`src/rtl/uart_pkg.sv`:
```
`timescale 1ns/1ps
`default_nettype none
// ============================================================================
// Module   : uart_pkg
// Purpose  : Shared UART receive types, default oversampling ratio and a
//            2-of-3 majority helper.
// Revision : 1.0 - initial release
// ============================================================================
package uart_pkg;

  localparam int UART_OVERSAMPLE_DEFAULT = 16;

  typedef enum logic [2:0] {
    RX_IDLE   = 3'd0,
    RX_START  = 3'd1,
    RX_DATA   = 3'd2,
    RX_PARITY = 3'd3,
    RX_STOP   = 3'd4,
    RX_BREAK  = 3'd5
  } rx_state_e;

  function automatic logic maj3(input logic a, input logic b, input logic c);
    return (a & b) | (a & c) | (b & c);
  endfunction

endpackage
`default_nettype wire

```
`src/rtl/uart_rx_sync.sv`:
```
`timescale 1ns/1ps
`default_nettype none
// ============================================================================
// Module   : uart_rx_sync
// Purpose  : SYNC_STAGES-deep metastability synchroniser for the serial line,
//            resetting to the idle (high) level.
// Revision : 1.0 - initial release
// ============================================================================
module uart_rx_sync #(
  parameter int SYNC_STAGES = 2
) (
  input  logic clk,
  input  logic reset,
  input  logic d,
  output logic q
);

  logic [SYNC_STAGES-1:0] sync_q;
  logic [SYNC_STAGES-1:0] sync_d;

  always_comb begin
    sync_d = {sync_q[SYNC_STAGES-2:0], d};
  end

  always_ff @(posedge clk) begin
    if (reset) begin
      sync_q <= '1;
    end else begin
      sync_q <= sync_d;
    end
  end

  assign q = sync_q[SYNC_STAGES-1];

endmodule
`default_nettype wire

```
`src/rtl/uart_rx_async.sv`:
```
`timescale 1ns/1ps
`default_nettype none
// ============================================================================
// Module   : uart_rx_async
// Purpose  : Oversampling UART receiver with a holding register and
//            ready/parity/framing/overflow flags. Define
//            UART_RX_GLITCH_FILTER_EN for 2-of-3 majority sampling.
// Revision : 1.0 - initial release
// ============================================================================
module uart_rx_async
  import uart_pkg::*;
#(
  parameter int OVERSAMPLE  = UART_OVERSAMPLE_DEFAULT,
  parameter int SYNC_STAGES = 2
) (
  input  logic       clk,
  input  logic       reset,
  input  logic       baud_pulse,
  input  logic       rx,
  input  logic       bit8,
  input  logic       parity_en,
  input  logic       odd_n_even,
  input  logic       read_rx_byte,
  output logic [7:0] rx_byte,
  output logic       rx_rdy,
  output logic       parity_err,
  output logic       framing_err,
  output logic       overflow
);

  localparam int               CNT_W    = $clog2(OVERSAMPLE);
  localparam logic [CNT_W-1:0] CNT_HALF = CNT_W'(OVERSAMPLE / 2 - 1);
  localparam logic [CNT_W-1:0] CNT_LAST = CNT_W'(OVERSAMPLE - 1);

  logic rx_s;
  logic samp;

  uart_rx_sync #(
    .SYNC_STAGES(SYNC_STAGES)
  ) u_sync (
    .clk  (clk),
    .reset(reset),
    .d    (rx),
    .q    (rx_s)
  );

`ifdef UART_RX_GLITCH_FILTER_EN
  // Vote window ends on the decision tick so frame timing matches the plain build.
  logic [1:0] hist_q;
  logic [1:0] hist_d;

  always_comb begin
    hist_d = hist_q;
    if (baud_pulse) begin
      hist_d = {hist_q[0], rx_s};
    end
  end

  always_ff @(posedge clk) begin
    if (reset) begin
      hist_q <= 2'b11;
    end else begin
      hist_q <= hist_d;
    end
  end

  assign samp = maj3(hist_q[1], hist_q[0], rx_s);
`else
  assign samp = rx_s;
`endif

  rx_state_e        state_q,       state_d;
  logic [CNT_W-1:0] samp_cnt_q,    samp_cnt_d;
  logic [2:0]       bit_cnt_q,     bit_cnt_d;
  logic [7:0]       shift_q,       shift_d;
  logic             par_q,         par_d;
  logic             par_bad_q,     par_bad_d;
  logic             bit8_q,        bit8_d;
  logic             par_en_q,      par_en_d;
  logic             odd_q,         odd_d;
  logic [7:0]       rx_byte_q,     rx_byte_d;
  logic             rx_rdy_q,      rx_rdy_d;
  logic             parity_err_q,  parity_err_d;
  logic             framing_err_q, framing_err_d;
  logic             overflow_q,    overflow_d;
  logic             commit;
  logic             centre;

  assign centre = baud_pulse && (samp_cnt_q == CNT_LAST);

  always_comb begin
    state_d       = state_q;
    samp_cnt_d    = samp_cnt_q;
    bit_cnt_d     = bit_cnt_q;
    shift_d       = shift_q;
    par_d         = par_q;
    par_bad_d     = par_bad_q;
    bit8_d        = bit8_q;
    par_en_d      = par_en_q;
    odd_d         = odd_q;
    rx_byte_d     = rx_byte_q;
    rx_rdy_d      = rx_rdy_q;
    parity_err_d  = parity_err_q;
    framing_err_d = framing_err_q;
    overflow_d    = overflow_q;
    commit        = 1'b0;

    case (state_q)
      RX_IDLE: begin
        if (baud_pulse && !rx_s) begin
          state_d    = RX_START;
          samp_cnt_d = '0;
        end
      end
      RX_START: begin
        if (baud_pulse) begin
          if (samp_cnt_q == CNT_HALF) begin
            samp_cnt_d = '0;
            if (samp) begin
              state_d = RX_IDLE;
            end else begin
              state_d   = RX_DATA;
              bit_cnt_d = '0;
              shift_d   = '0;
              par_d     = 1'b0;
              par_bad_d = 1'b0;
              bit8_d    = bit8;
              par_en_d  = parity_en;
              odd_d     = odd_n_even;
            end
          end else begin
            samp_cnt_d = samp_cnt_q + CNT_W'(1);
          end
        end
      end
      RX_DATA: begin
        if (centre) begin
          samp_cnt_d         = '0;
          shift_d[bit_cnt_q] = samp;
          par_d              = par_q ^ samp;
          if (bit_cnt_q == (bit8_q ? 3'd7 : 3'd6)) begin
            state_d = par_en_q ? RX_PARITY : RX_STOP;
          end else begin
            bit_cnt_d = bit_cnt_q + 3'd1;
          end
        end else if (baud_pulse) begin
          samp_cnt_d = samp_cnt_q + CNT_W'(1);
        end
      end
      RX_PARITY: begin
        if (centre) begin
          samp_cnt_d = '0;
          par_bad_d  = samp ^ par_q ^ odd_q;
          state_d    = RX_STOP;
        end else if (baud_pulse) begin
          samp_cnt_d = samp_cnt_q + CNT_W'(1);
        end
      end
      RX_STOP: begin
        if (centre) begin
          samp_cnt_d = '0;
          commit     = 1'b1;
          state_d    = samp ? RX_IDLE : RX_BREAK;
        end else if (baud_pulse) begin
          samp_cnt_d = samp_cnt_q + CNT_W'(1);
        end
      end
      RX_BREAK: begin
        // Hold off start detection until the line returns to idle.
        if (baud_pulse && rx_s) begin
          state_d = RX_IDLE;
        end
      end
      default: begin
        state_d = RX_IDLE;
      end
    endcase

    if (commit) begin
      if (!rx_rdy_q || read_rx_byte) begin
        rx_byte_d     = shift_q;
        parity_err_d  = par_bad_q & par_en_q;
        framing_err_d = ~samp;
        rx_rdy_d      = 1'b1;
        overflow_d    = 1'b0;
      end else begin
        overflow_d = 1'b1;
      end
    end else if (read_rx_byte && rx_rdy_q) begin
      rx_rdy_d      = 1'b0;
      parity_err_d  = 1'b0;
      framing_err_d = 1'b0;
      overflow_d    = 1'b0;
    end
  end

  always_ff @(posedge clk) begin
    if (reset) begin
      state_q       <= RX_IDLE;
      samp_cnt_q    <= '0;
      bit_cnt_q     <= '0;
      shift_q       <= '0;
      par_q         <= 1'b0;
      par_bad_q     <= 1'b0;
      bit8_q        <= 1'b0;
      par_en_q      <= 1'b0;
      odd_q         <= 1'b0;
      rx_byte_q     <= '0;
      rx_rdy_q      <= 1'b0;
      parity_err_q  <= 1'b0;
      framing_err_q <= 1'b0;
      overflow_q    <= 1'b0;
    end else begin
      state_q       <= state_d;
      samp_cnt_q    <= samp_cnt_d;
      bit_cnt_q     <= bit_cnt_d;
      shift_q       <= shift_d;
      par_q         <= par_d;
      par_bad_q     <= par_bad_d;
      bit8_q        <= bit8_d;
      par_en_q      <= par_en_d;
      odd_q         <= odd_d;
      rx_byte_q     <= rx_byte_d;
      rx_rdy_q      <= rx_rdy_d;
      parity_err_q  <= parity_err_d;
      framing_err_q <= framing_err_d;
      overflow_q    <= overflow_d;
    end
  end

  assign rx_byte     = rx_byte_q;
  assign rx_rdy      = rx_rdy_q;
  assign parity_err  = parity_err_q;
  assign framing_err = framing_err_q;
  assign overflow    = overflow_q;

endmodule
`default_nettype wire
```
`config.mk`:
```
export PLATFORM = sky130hd
export DESIGN_NAME = uart_rx_async
export DESIGN_NICKNAME = d
export VERILOG_FILES = /design/src/rtl/uart_pkg.sv /design/src/rtl/uart_rx_sync.sv /design/src/rtl/uart_rx_async.sv
export SDC_FILE = /design/constraint.sdc
export NUM_CORES = 1
export LEC_CHECK = 0
export ABC_AREA = 1
export CORE_MARGIN = 4
export CORE_UTILIZATION = 50
export CTS_CLUSTER_DIAMETER = 80
export DETAILED_ROUTE_END_ITERATION = 12
export GPL_TIMING_DRIVEN = 0
export PLACE_DENSITY = 0.75
export SLEW_MARGIN = 20
export SYNTH_ARGS = -nofsm -noshare
export SYNTH_HDL_FRONTEND = slang
export SYNTH_SLANG_ARGS = --single-unit
```
`constraint.sdc`:
```
create_clock -name clk -period 1.9 [get_ports clk]
set_clock_uncertainty 0.2 [all_clocks]
set_input_delay 0.38 -clock clk [delete_from_list [all_inputs] [get_ports clk]]
set_output_delay 0.38 -clock clk [all_outputs]
set_load 0.01 [all_outputs]
```
## After elaboration in Yosys (flattened, before gate mapping)

Index checks and enable logic that the tools add are counted.

- Logic and storage cells: 116
- Flip-flop bits (word level): 37
- Bits of input ports: 8
- Output and inout port bits: 12

- Magnitude comparators: 2
- $add $sub $neg: 2
- Equality and inequality tests: 20
- Reduce and logical (&&, ||, !) cells: 22
- Bitwise gates (word level): 4
- Mux-type cells: 51

Operator list:

| cell | number |
|---|---|
| $mux W3 | 15 |
| $mux W8 | 4 |
| $mux W4 | 5 |
| $ne A2 B2 Y1 const B | 10 |
| $mux W1 | 18 |
| $pmux W3 S6 | 1 |
| $pmux W8 S2 | 1 |
| $pmux W4 S3 | 1 |
| $reduce_and A5 Y1 | 2 |
| $bwmux W8 | 1 |
| $reduce_and A4 Y1 | 2 |
| $reduce_and A8 Y1 | 1 |
| $eq A3 B2 Y1 const B | 2 |
| $eq A3 B3 Y1 const B | 2 |
| $pmux W3 S2 | 1 |
| $reduce_and A6 Y1 | 1 |
| $reduce_bool A2 Y1 | 3 |
| $logic_and A1 B1 Y1 | 5 |
| $add A4 B1 Y4 const B | 1 |
| $eq A4 B3 Y1 const B | 1 |
| $eq A4 B4 Y1 const B | 1 |
| $lt A3 B4 Y1 const B | 1 |
| $pmux W1 S2 | 2 |
| $reduce_and A2 Y1 | 2 |
| 16 further kinds | 18 |

## Logic depth before layout (Yosys ltp)

- Depth after elaboration: 7
- Mapped depth: 11
- Gate-level depth less buffers: 10

## Cells and area by module

Synthesis repeated with hierarchy kept, for this count alone.

- Cells, all modules: 292
- Area, all modules: 2078.2 um2

By module, submodules not included:

| module | area each (um2) | instances | seq. area each (um2) | cells an instance |
|---|---|---|---|---|
| uart_rx_async | 2019.4 | 1 | 700.7 | 285 |
| uart_rx_sync | 58.8 | 1 | 40.0 | 7 |

## Least setup slack after synthesis

OpenSTA, ideal clock, no wires.

- Path type: register to register
- From: register samp_cnt_q[0]
- To: register bit_cnt_q[0]
- Buffers on the path: 1
- Data arrival time: 1.269 ns
- Data required time: 1.584 ns
- Period minus slack after synthesis: 1.585 ns
- Cell stages (with the launch flop): 12
- Path slack: 0.315 ns
- Library setup time: 0.116 ns
- Path through: dfxtp_1 > ha_1 > nand2_1 > inv_1 > nand2_1 > nand2_2 > nand2_2 > inv_2 > buf_6 > nand3_2 > nor2_1 > nor2_1

- Word-level cells in the longest chain between the ends: 4
- Elaborated cells on any way between the ends: 6
- Classes of those cells: eq/ne (4); reduce/logical (2)

Ends and longest elaborated chain:

| item | RTL line | text |
|---|---|---|
| from (decl) | uart_rx_async.sv:73 | `logic [CNT_W-1:0] samp_cnt_q, samp_cnt_d;` |
| from (signal assigned) | uart_rx_async.sv:215 | `samp_cnt_q <= samp_cnt_d;` |
| $eq A4 B4 Y1 | uart_rx_async.sv:89 | `assign centre = baud_pulse && (samp_cnt_q == CNT_LAST);` |
| $logic_and A1 B1 Y1 | uart_rx_async.sv:89 |  |
| $ne A2 B2 Y1 (no line) | n/a |  |
| $reduce_and A6 Y1 (no line) (*) | n/a |  |
| to (signal assigned) | uart_rx_async.sv:216 | `bit_cnt_q <= bit_cnt_d;` |
| to (decl) | uart_rx_async.sv:74 | `logic [2:0] bit_cnt_q, bit_cnt_d;` |

Every way passes the cells marked *; elsewhere a longest branch is shown, timed or not.
A chain may end at the register's enable or synchronous reset.

## Worst setup path after layout

- From: register rx_rdy_q (netlist: rx_rdy)
- To: output rx_rdy

RTL lines:

| item | RTL line | text |
|---|---|---|
| from (decl) | uart_rx_async.sv:82 | `logic rx_rdy_q, rx_rdy_d;` |
| from (signal assigned) | uart_rx_async.sv:224 | `rx_rdy_q <= rx_rdy_d;` |
| to (decl) | uart_rx_async.sv:25 | `output logic rx_rdy,` |

No word-level cell between the ends.

==> metrics.md <==
| Metric | Value |
|---|---|
| Hold-fix buffers, CTS | 0 |
| CP startpoint kind | flip-flop |
| Final Cell Area | 2270 sq um |
| Top FF cell, synth | dfxtp_1 |
| I/O Pins | 20 |
| Slowest stage delay, CP | 0.55 ns |
| Vias in the first global route | 1640 |
| Tightest Pin Transition | 0.529 ns |
| Post-CTS sizing | 0 |
| GP Congestion | 0.913 |
| Pre-CTS WS | -0.179 ns |
| Total leakage power | 0.857 nW |
| Core Rows | 22 |
| Final setup fails | 0 |
| Syn nets | 293 |
| Worst Setup Path Type | flip-flop to output port |
| Cell with the most instances after synthesis | nand2_1 |
| TNS Setup | 0 ns |
| Slew margin rel. | 0.647 |
| RSZ-0062 raised after global routing | false |
| CTS buffer count | 5 |
| Initial Util | 0.522 |
| Pre-antenna DRT Iters | 4 |
| Fin cells | 356 |
| FMAX | 556 MHz |
| Vias per inst | 5.19 |
| Layout Nets | 318 |
| Via count | 1849 |
| Detail Placement HPWL | 3160 um |
| FF+latch count, synth | 37 |
| Top Family by Delay on Critical Path | buffers and inverters |
| Crit path time final | 1.80 ns |
| Mapped Area | 1930 sq um |
| Clock Path Buffers | 2 |
| WP data required | 1.32 ns |
| Worst Hold Launch | u_sync.sync_q[0] |
| CP arrival | 1.22 ns |
| Type of the worst min-delay path | flip-flop to flip-flop |
| Syn. warnings | 0 |
| Worst-path cell with the longest stage delay | clkdlybuf4s50_1 |
| Share of layout cells above drive strength 1 | 0.130 |
| Dpl cells | 349 |
| Worst vdd ir | 673 uV |
| Area fraction of the dominant cell type after synthesis | 0.385 |
| Clk sinks | 37 |
| Mean routed wirelength per cell | 11.8 um |
| Die Area | 4910 sq um |
| Post-synth EDFFs | 0 |
| P&R area growth vs syn | 18.1% |
| Final ANT Viol Nets | 0 |
| Die H | 70.1 um |
| Worst Setup End Kind | output port |
| # fillers | 350 |
| Max_cap viols | 0 |
| Initial DRC count | 80 |
| DP Area | 2170 sq um |
| Synthesized area per cell | 6.80 sq um |
| Critical Path Source | rx_rdy |
| # Post-CTS Setup Buffers | 0 |
| Final wirelength | 4210 um |
| Sequential element share of the synthesized area | 0.385 |
| Fin util | 0.617 |
| Buf/Inv on CP | 1 |
| H-tree depth | 2 |
| Mapped Cells | 283 |
| Power density cells | 1150 nW/um^2 |
| PortBufs | 18 |
| Antenna cell count | 0 |
| Reg2reg start | samp_cnt_q[1] |
| Hold_ws | 0.215 ns |
| Critical path peak fanout | 4 |
| Pwr Total | 2.62 mW |
| DRC | 0 |
| Synth area leaders | dfxtp_1, nand2_1, a21oi_1 |
| Critical-path cell list | clkdlybuf4s50_1 |
| First-pass GRT wire length | 7180 um |
| Final WS setup | 0.102 ns |
| GRT overflow | 0 |
| Clk pin slew, worst setup/hold paths | 0.07 ns |
| Final worst-path cycle share | 0.946 |
| Placeable Area | 3690 sq um |
| Most instantiated cells after synthesis | nand2_1, dfxtp_1, a21oi_1, nand3_1, inv_1 |
| Final Max Slew Viols | 0 |
| Outcome | complete, no violations |
| Clk root buf | clkbuf_8 |
| Antenna violations before repair | 0 |
| Async SR Flop Fraction | 0 |
| Worst-skew pair later-pin latency | 0.28 ns |
| Die X | 70.1 um |
| Largest net degree at the start of global routing | 12 |
| Synth cell types | 29 |
| Total GRT Usage | 0.176 |
| CTS tree | built |
| Final hold violations | 0 |
| Largest area contributor in the synthesized netlist | dfxtp_1 |
## layer usage
metal  up-vias  global-route usage  part of all wire
li1        969                   -                 -
met1       846               0.232              0.50
met2        28               0.281              0.45
met3         6              0.0446             0.036
met4         0              0.0532            0.0090
met5         -                   0                 0
## kinds of logic after synthesis
| kind of cell | after synthesis | share of synthesized area |
|---|---|---|
| XOR/XNOR | 3 | 0.0136 |
| AO/OA/AOI/OAI | 50 | 0.136 |
| buffers and inverters | 36 | 0.0832 |
| flip-flops | 37 | 0.385 |
| AND/OR/NAND/NOR | 155 | 0.369 |
| adder cells (fa/ha/maj) | 2 | 0.0130 |
## flip-flops by register name, summed over array words and instances, names as in the netlist, 2 cells and up
signal         flops
rx_byte            8
shift_q            8
samp_cnt_q         4
bit_cnt_q          3
state_q            3
u_sync.sync_q      2
## cells in the final DEF (no fill, tap or decap), types with 2 or more instances in the layout
cell and n:
dfxtp_1 36, clkbuf_8 6, o21ai_0 12, buf_4 2
nor2_4 3, o21ai_2 2, inv_2 4, nand3b_1 6
nand2_1 77, nand4_1 5, nand2_2 8, or2_2 2
nor2_1 20, xor2_1 2, inv_1 22, a21oi_1 34
o21a_1 2, clkdlybuf4s50_1 18, nor2_2 4, nand3_1 25
buf_6 2, clkbuf_1 4
## power breakdown
group | switching [mW] | internal (mW) | total, mW | leakage [nW]
clock network | 0.260 | 0.286 | 0.546 | 0.0433
logic | 0.741 | 0.417 | 1.16 | 0.514
registers | 0.0751 | 0.838 | 0.913 | 0.300
## layout make-up
cell class | instances | area, sq um | area share
repair buffers | 18 | 180 | 0.0792
inverters | 27 | 103 | 0.0451
plain buffers | 9 | 57.6 | 0.0253
clock buffers | 6 | 82.6 | 0.0363
clock inverters | 1 | 7.51 | 0.00330
well taps | 48 | 60.1 | 0.0264
multi-input cells | 210 | 1040 | 0.458
flip-flops and latches | 37 | 742 | 0.326
## path summary, 6_finish.rpt
| check | slack, ns | depth (start not counted) | endpoint |
|---|---|---|---|
| worst max-delay path | 0.10 | 1 | rx_rdy |
| worst min-delay path | 0.21 | 1 | u_sync.sync_q[1] |
| worst max register to register | 0.18 | 11 | bit_cnt_q[2] |
| worst min register to register | 0.21 | 1 | u_sync.sync_q[1] |
No activity file was read; power rests on OpenSTA's default activity.
